File: config.mk
export PLATFORM = sky130hd
export DESIGN_NAME = switch_read_ctrl
export DESIGN_NICKNAME = d
export VERILOG_FILES = /design/src/rtl/io_pkg.sv /design/src/rtl/btn_debounce.sv /design/src/rtl/switch_read_ctrl.sv
export SDC_FILE = /design/constraint.sdc
export NUM_CORES = 1
export LEC_CHECK = 0
export BUFFER_PORTS_ARGS = -buffer_cell sky130_fd_sc_hd__buf_2
export CORE_UTILIZATION = 40
export CTS_CLUSTER_DIAMETER = 40
export DETAILED_ROUTE_END_ITERATION = 8
export PLACE_DENSITY = 0.75
export SLEW_MARGIN = 20
export SYNTH_ARGS = -nofsm -noshare
export SYNTH_HDL_FRONTEND = slang
export SYNTH_SLANG_ARGS = --single-unit
File: constraint.sdc
create_clock -name clock -period 5.2 [get_ports clock]
set_clock_uncertainty 0.05 [all_clocks]
set_input_delay 0.52 -clock clock [delete_from_list [all_inputs] [get_ports clock]]
set_output_delay 0.52 -clock clock [all_outputs]
set_load 0.01 [all_outputs]
File: src/rtl/io_pkg.sv
// Shared definitions for the memory-mapped board I/O ports: window base,
// switch field offsets, the switch-read sequencer states and field selection.
package io_pkg;

  localparam logic [31:0] SWITCH_BASE = 32'hFFFFFC70;

  localparam logic [1:0] OFF_LO  = 2'b00;
  localparam logic [1:0] OFF_LO2 = 2'b01;
  localparam logic [1:0] OFF_HI  = 2'b10;

  typedef enum logic [2:0] {
    IDLE       = 3'd0,
    ARM        = 3'd1,
    WAIT_PRESS = 3'd2,
    WAIT_REL   = 3'd3,
    CAPTURE    = 3'd4,
    DONE       = 3'd5
  } sw_state_t;

  // The high offset returns the top switch byte zero-extended; the two low
  // offsets both return the lower 16 switches.
  function automatic logic [15:0] select_field(input logic [1:0]  off,
                                               input logic [23:0] sw);
    logic [15:0] field;
    case (off)
      OFF_LO, OFF_LO2: field = sw[15:0];
      OFF_HI:          field = {8'h00, sw[23:16]};
      default:         field = sw[15:0];
    endcase
    return field;
  endfunction

endpackage

File: src/rtl/btn_debounce.sv
// Two-flop synchronizer plus stability counter for a raw, bouncy board key.
// btn_db only changes after the synchronized level has differed from it for DEBOUNCE_CYCLES edges.
module btn_debounce #(
  parameter int DEBOUNCE_CYCLES = 20
) (
  input  logic clock,
  input  logic reset,
  input  logic btn_raw,
  output logic btn_db
);

  localparam int               CNT_W    = $clog2(DEBOUNCE_CYCLES + 1);
  localparam logic [CNT_W-1:0] CNT_LAST = CNT_W'(DEBOUNCE_CYCLES - 1);

  logic [1:0]       sync_reg;
  logic             db_reg;
  logic [CNT_W-1:0] cnt_reg;

  // The counter restarts whenever the synchronized level returns to the
  // committed level, so any bounce shorter than the window is discarded.
  always_ff @(posedge clock) begin
    if (reset) begin
      sync_reg <= 2'b00;
      db_reg   <= 1'b0;
      cnt_reg  <= '0;
    end else begin
      sync_reg <= {sync_reg[0], btn_raw};
      if (sync_reg[1] == db_reg) begin
        cnt_reg <= '0;
      end else if (cnt_reg == CNT_LAST) begin
        db_reg  <= sync_reg[1];
        cnt_reg <= '0;
      end else begin
        cnt_reg <= cnt_reg + 1'b1;
      end
    end
  end

  assign btn_db = db_reg;

endmodule

File: src/rtl/switch_read_ctrl.sv
// Switch-window read sequencer: stalls a CPU I/O read until the confirm key
// is pressed and released, then returns the selected switch field.
module switch_read_ctrl
  import io_pkg::*;
#(
  parameter int          DEBOUNCE_CYCLES = 20,
  parameter logic [31:0] BASE_ADDR       = SWITCH_BASE
) (
  input  logic        clock,
  input  logic        reset,
  input  logic        ioRead,
  input  logic [31:0] addr,
  input  logic        confirm_btn,
  input  logic [23:0] switches,
  output logic        stall,
  output logic [15:0] rdata,
  output logic        rdata_valid,
  output logic        waiting
);

  logic        btn_db;
  logic [31:0] addr_off;
  logic        hit;

  sw_state_t   state_reg;
  logic [1:0]  off_reg;
  logic [15:0] rdata_reg;
  logic        valid_reg;
  logic        waiting_reg;

  btn_debounce #(
    .DEBOUNCE_CYCLES(DEBOUNCE_CYCLES)
  ) u_confirm_db (
    .clock  (clock),
    .reset  (reset),
    .btn_raw(confirm_btn),
    .btn_db (btn_db)
  );

  // Offset from the window base; only the first three bytes are decoded.
  assign addr_off = addr - BASE_ADDR;
  assign hit      = ioRead && (addr_off < 32'd3);

  always_ff @(posedge clock) begin
    if (reset) begin
      state_reg   <= IDLE;
      off_reg     <= OFF_LO;
      rdata_reg   <= 16'h0000;
      valid_reg   <= 1'b0;
      waiting_reg <= 1'b0;
    end else begin
      valid_reg <= 1'b0;
      case (state_reg)
        IDLE: begin
          if (hit) begin
            off_reg     <= addr_off[1:0];
            state_reg   <= ARM;
            waiting_reg <= 1'b1;
          end
        end
        // A key still held from before the request must be released first.
        ARM: begin
          if (!ioRead) begin
            state_reg   <= IDLE;
            waiting_reg <= 1'b0;
          end else if (!btn_db) begin
            state_reg <= WAIT_PRESS;
          end
        end
        WAIT_PRESS: begin
          if (!ioRead) begin
            state_reg   <= IDLE;
            waiting_reg <= 1'b0;
          end else if (btn_db) begin
            state_reg   <= WAIT_REL;
            waiting_reg <= 1'b0;
          end
        end
        WAIT_REL: begin
          if (!ioRead) begin
            state_reg <= IDLE;
          end else if (!btn_db) begin
            state_reg <= CAPTURE;
          end
        end
        CAPTURE: begin
          rdata_reg <= select_field(off_reg, switches);
          valid_reg <= 1'b1;
          state_reg <= DONE;
        end
        DONE: begin
          state_reg <= IDLE;
        end
        default: begin
          state_reg   <= IDLE;
          waiting_reg <= 1'b0;
        end
      endcase
    end
  end

  // The CPU must be held in the very cycle the request is decoded.
  assign stall       = (state_reg == IDLE) ? hit : (state_reg != DONE);
  assign rdata       = rdata_reg;
  assign rdata_valid = valid_reg;
  assign waiting     = waiting_reg;

endmodule

==> metrics.txt <==
share of post-route cells with drive strength above 1=35.6%; crit-path most repeated cell=buf_2; # diodes=0; vias in the first global route=1648; Yosys warnings=0; min Tclk post-route=3310 ps; Slew @ Worst Pin=1010 ps; DRT met1 WL=1.87 mm; Initial DRC Count=72; Residual DRC=0; I/O Buffers=78; DR WL/cell=12.3 um; Slew Limit Headroom=32.7%; Core ar.=0.00435 sq mm; DIE WIDTH=69.3 um; HPWL after DPL=3.20 mm; Worst Hold Path EP=rdata[11]; max reg flops=16; r2r setup slk=3300 ps; largest net degree at the start of global routing=22; Synth top area share=34.3%; status=finished, final reports clean; Hold Crit Class=input port to register; crit path DAT=2740 ps; async set-reset flop share out of synthesis=0%; post-cts sizing count=0; Post-synth EDFFs=0; ANT nets after route=0; Initial Util=41.6%; Final Hold Vio Count=0; RSZ-0062 raised after global routing=false; Detailed Routing Iterations Pass 1=4; Vias=1772; crit-path max cell delay=500 ps; Max Freq=0.302 GHz; Post-synth top flop=dfxtp_1; Die Height=69.3 um; Seq/Total Area, Yosys=34.3%; CTS tree=done; commonest non-fill, non-tap cells in the layout=buf_2, dfxtp_1, nor2_1; Worst Setup Start Kind=input port; nets=341; Root Driver=clkbuf_8; Layout area overhead=30.3%; top layer in use=met4; Routed WL=4.11 mm; TritonCTS buffer count=5; grt ovf=0; clock share of power=44.9%; Avg Inst Size Synth=9.00 sq um; Reg clk slew, reported paths=70 ps; required time of the critical path=4630 ps; global-route wire length before repair=6.95 mm; area of the die=0.00480 sq mm; # H-tree levels=2; dpl cell area=0.00224 sq mm; Worst Path Max Fanout=7; Static Leak=0.957 nW; Critical Path Start=addr[4]; mapped cell area=0.00181 sq mm; top cells by area, synth=dfxtp_1, mux2i_1, nor2_1; Tcrit/Tclk final=63.6%; FF-to-FF End=rdata[14]; most common cell after layout, fill and taps aside=buf_2; Max-Cap Viols=0; post-synthesis cell type count=52; Design Area, Final=0.00236 sq mm; Worst Setup Path Type=input port to primary output; syn_nets=262; clk sinks=31; CP max-delay cell=a2111o_1; R2R depth=3; Comb pwr share=11.1%; critical-path cell list=buf_2, nand3_1, a2111o_1, nor3_1, mux2_2, nor4b_4, nand2_1, a21oi_1, buf_2; internal power=0.421 mW; Seq cells post-synth=31; GRT Total Usage=17.8%; maximum clock insertion buffer count=2; synthesized netlist cell count=201; PD cells=230 mW/mm^2; setup_tns=0 ps; Yosys top cell by area=dfxtp_1; initial antenna violation count=0; met2 wire len=1.97 mm; postcts setup bufs=0; RD Place Congestion=0.834; clk_lat worst skew=290 ps; WL met3=212 um; Crit Reg-Reg Startpoint=off_reg[1]; hold_sp=switches[11]; final setup violation count=0; Hold Buf Count CTS=0; # rows=24; switching fraction of total power=22.4%; DR vias/cell=5.32; WHS Path Cells=2; Seq pwr share=44.0%; io pins=79; sw power=0.122 mW; critical path capture point type=primary output; Worst VDD drop=0.148 mV; Max Slew Vio Count=0
==> metrics by stage <==
step	worst slack (ps)	utilization (%)	power (mW)	hold slack (ps)	instances
4_1_cts	1880	54.1	0.546	386	333
2_1_floorplan	2210	-	0.270	364	201
5_1_grt	1710	54.1	0.563	392	333
3_3_place_gp	1930	51.4	0.303	377	325
6_report	1890	54.1	0.543	390	333
3_5_place_dp	1880	51.4	0.304	378	325
==> how the worst max path moves through the flow <==
stage	cells past startpoint	to
CTS	9	stall
finish	9	stall
detailed placement	9	stall
floorplan	7	stall
global route	9	stall
global placement	9	stall
==> layout make-up <==
class | count | area [sq um]
clock inverter | 2 | 35.0
inverter | 1 | 3.75
clock buffer | 6 | 82.6
multi-input combinational | 163 | 1160
fill | 379 | 2000
timing repair buffer | 78 | 390
sequential | 31 | 621
tap | 52 | 65.1
==> cell families after synthesis <==
| logic type | after synthesis | synth area share (%) |
|---|---|---|
| flops | 31 | 34.3 |
| xor+xnor | 8 | 3.87 |
| buf+inv | 7 | 1.59 |
| mux | 12 | 6.71 |
| compound gates | 56 | 25.9 |
| fa+ha+maj | 1 | 0.691 |
| simple gates | 86 | 26.9 |
==> power groups by stage <==
stage               Sequential (mW)  Combinational [mW]  Clock [mW]
floorplan                     0.244              0.0259           0
global placement              0.244              0.0593           0
detailed placement            0.244              0.0600           0
CTS                           0.239              0.0603       0.247
global route                  0.239              0.0664       0.258
finish                        0.239              0.0603       0.244
==> per-layer routing <==
| layer | vias up | GRT usage, % |
|---|---|---|
| met2 | 61 | 30.9 |
| met1 | 781 | 20.9 |
| li1 | 924 | - |
| met3 | 6 | 4.36 |
| met5 | - | 0 |
| met4 | 0 | 7.03 |
==> critical path, delay by kind of cell <==
family	cells	cell delay, ps
buffers and inverters	2	220
AND/OR/NAND/NOR	4	960
AO/OA/AOI/OAI	2	640
multiplexers	1	390
==> cell usage after synthesis, types with 5 or more instances <==
master and number:
a22o_1 8, mux2i_1 11, nor2b_1 5, a21oi_1 7, o21ai_0 8, nand2_1 14
nor3_1 6, dfxtp_1 31, nand3_1 12, a211oi_1 11, nor2_1 26
No activity file was read; power rests on OpenSTA's default activity.
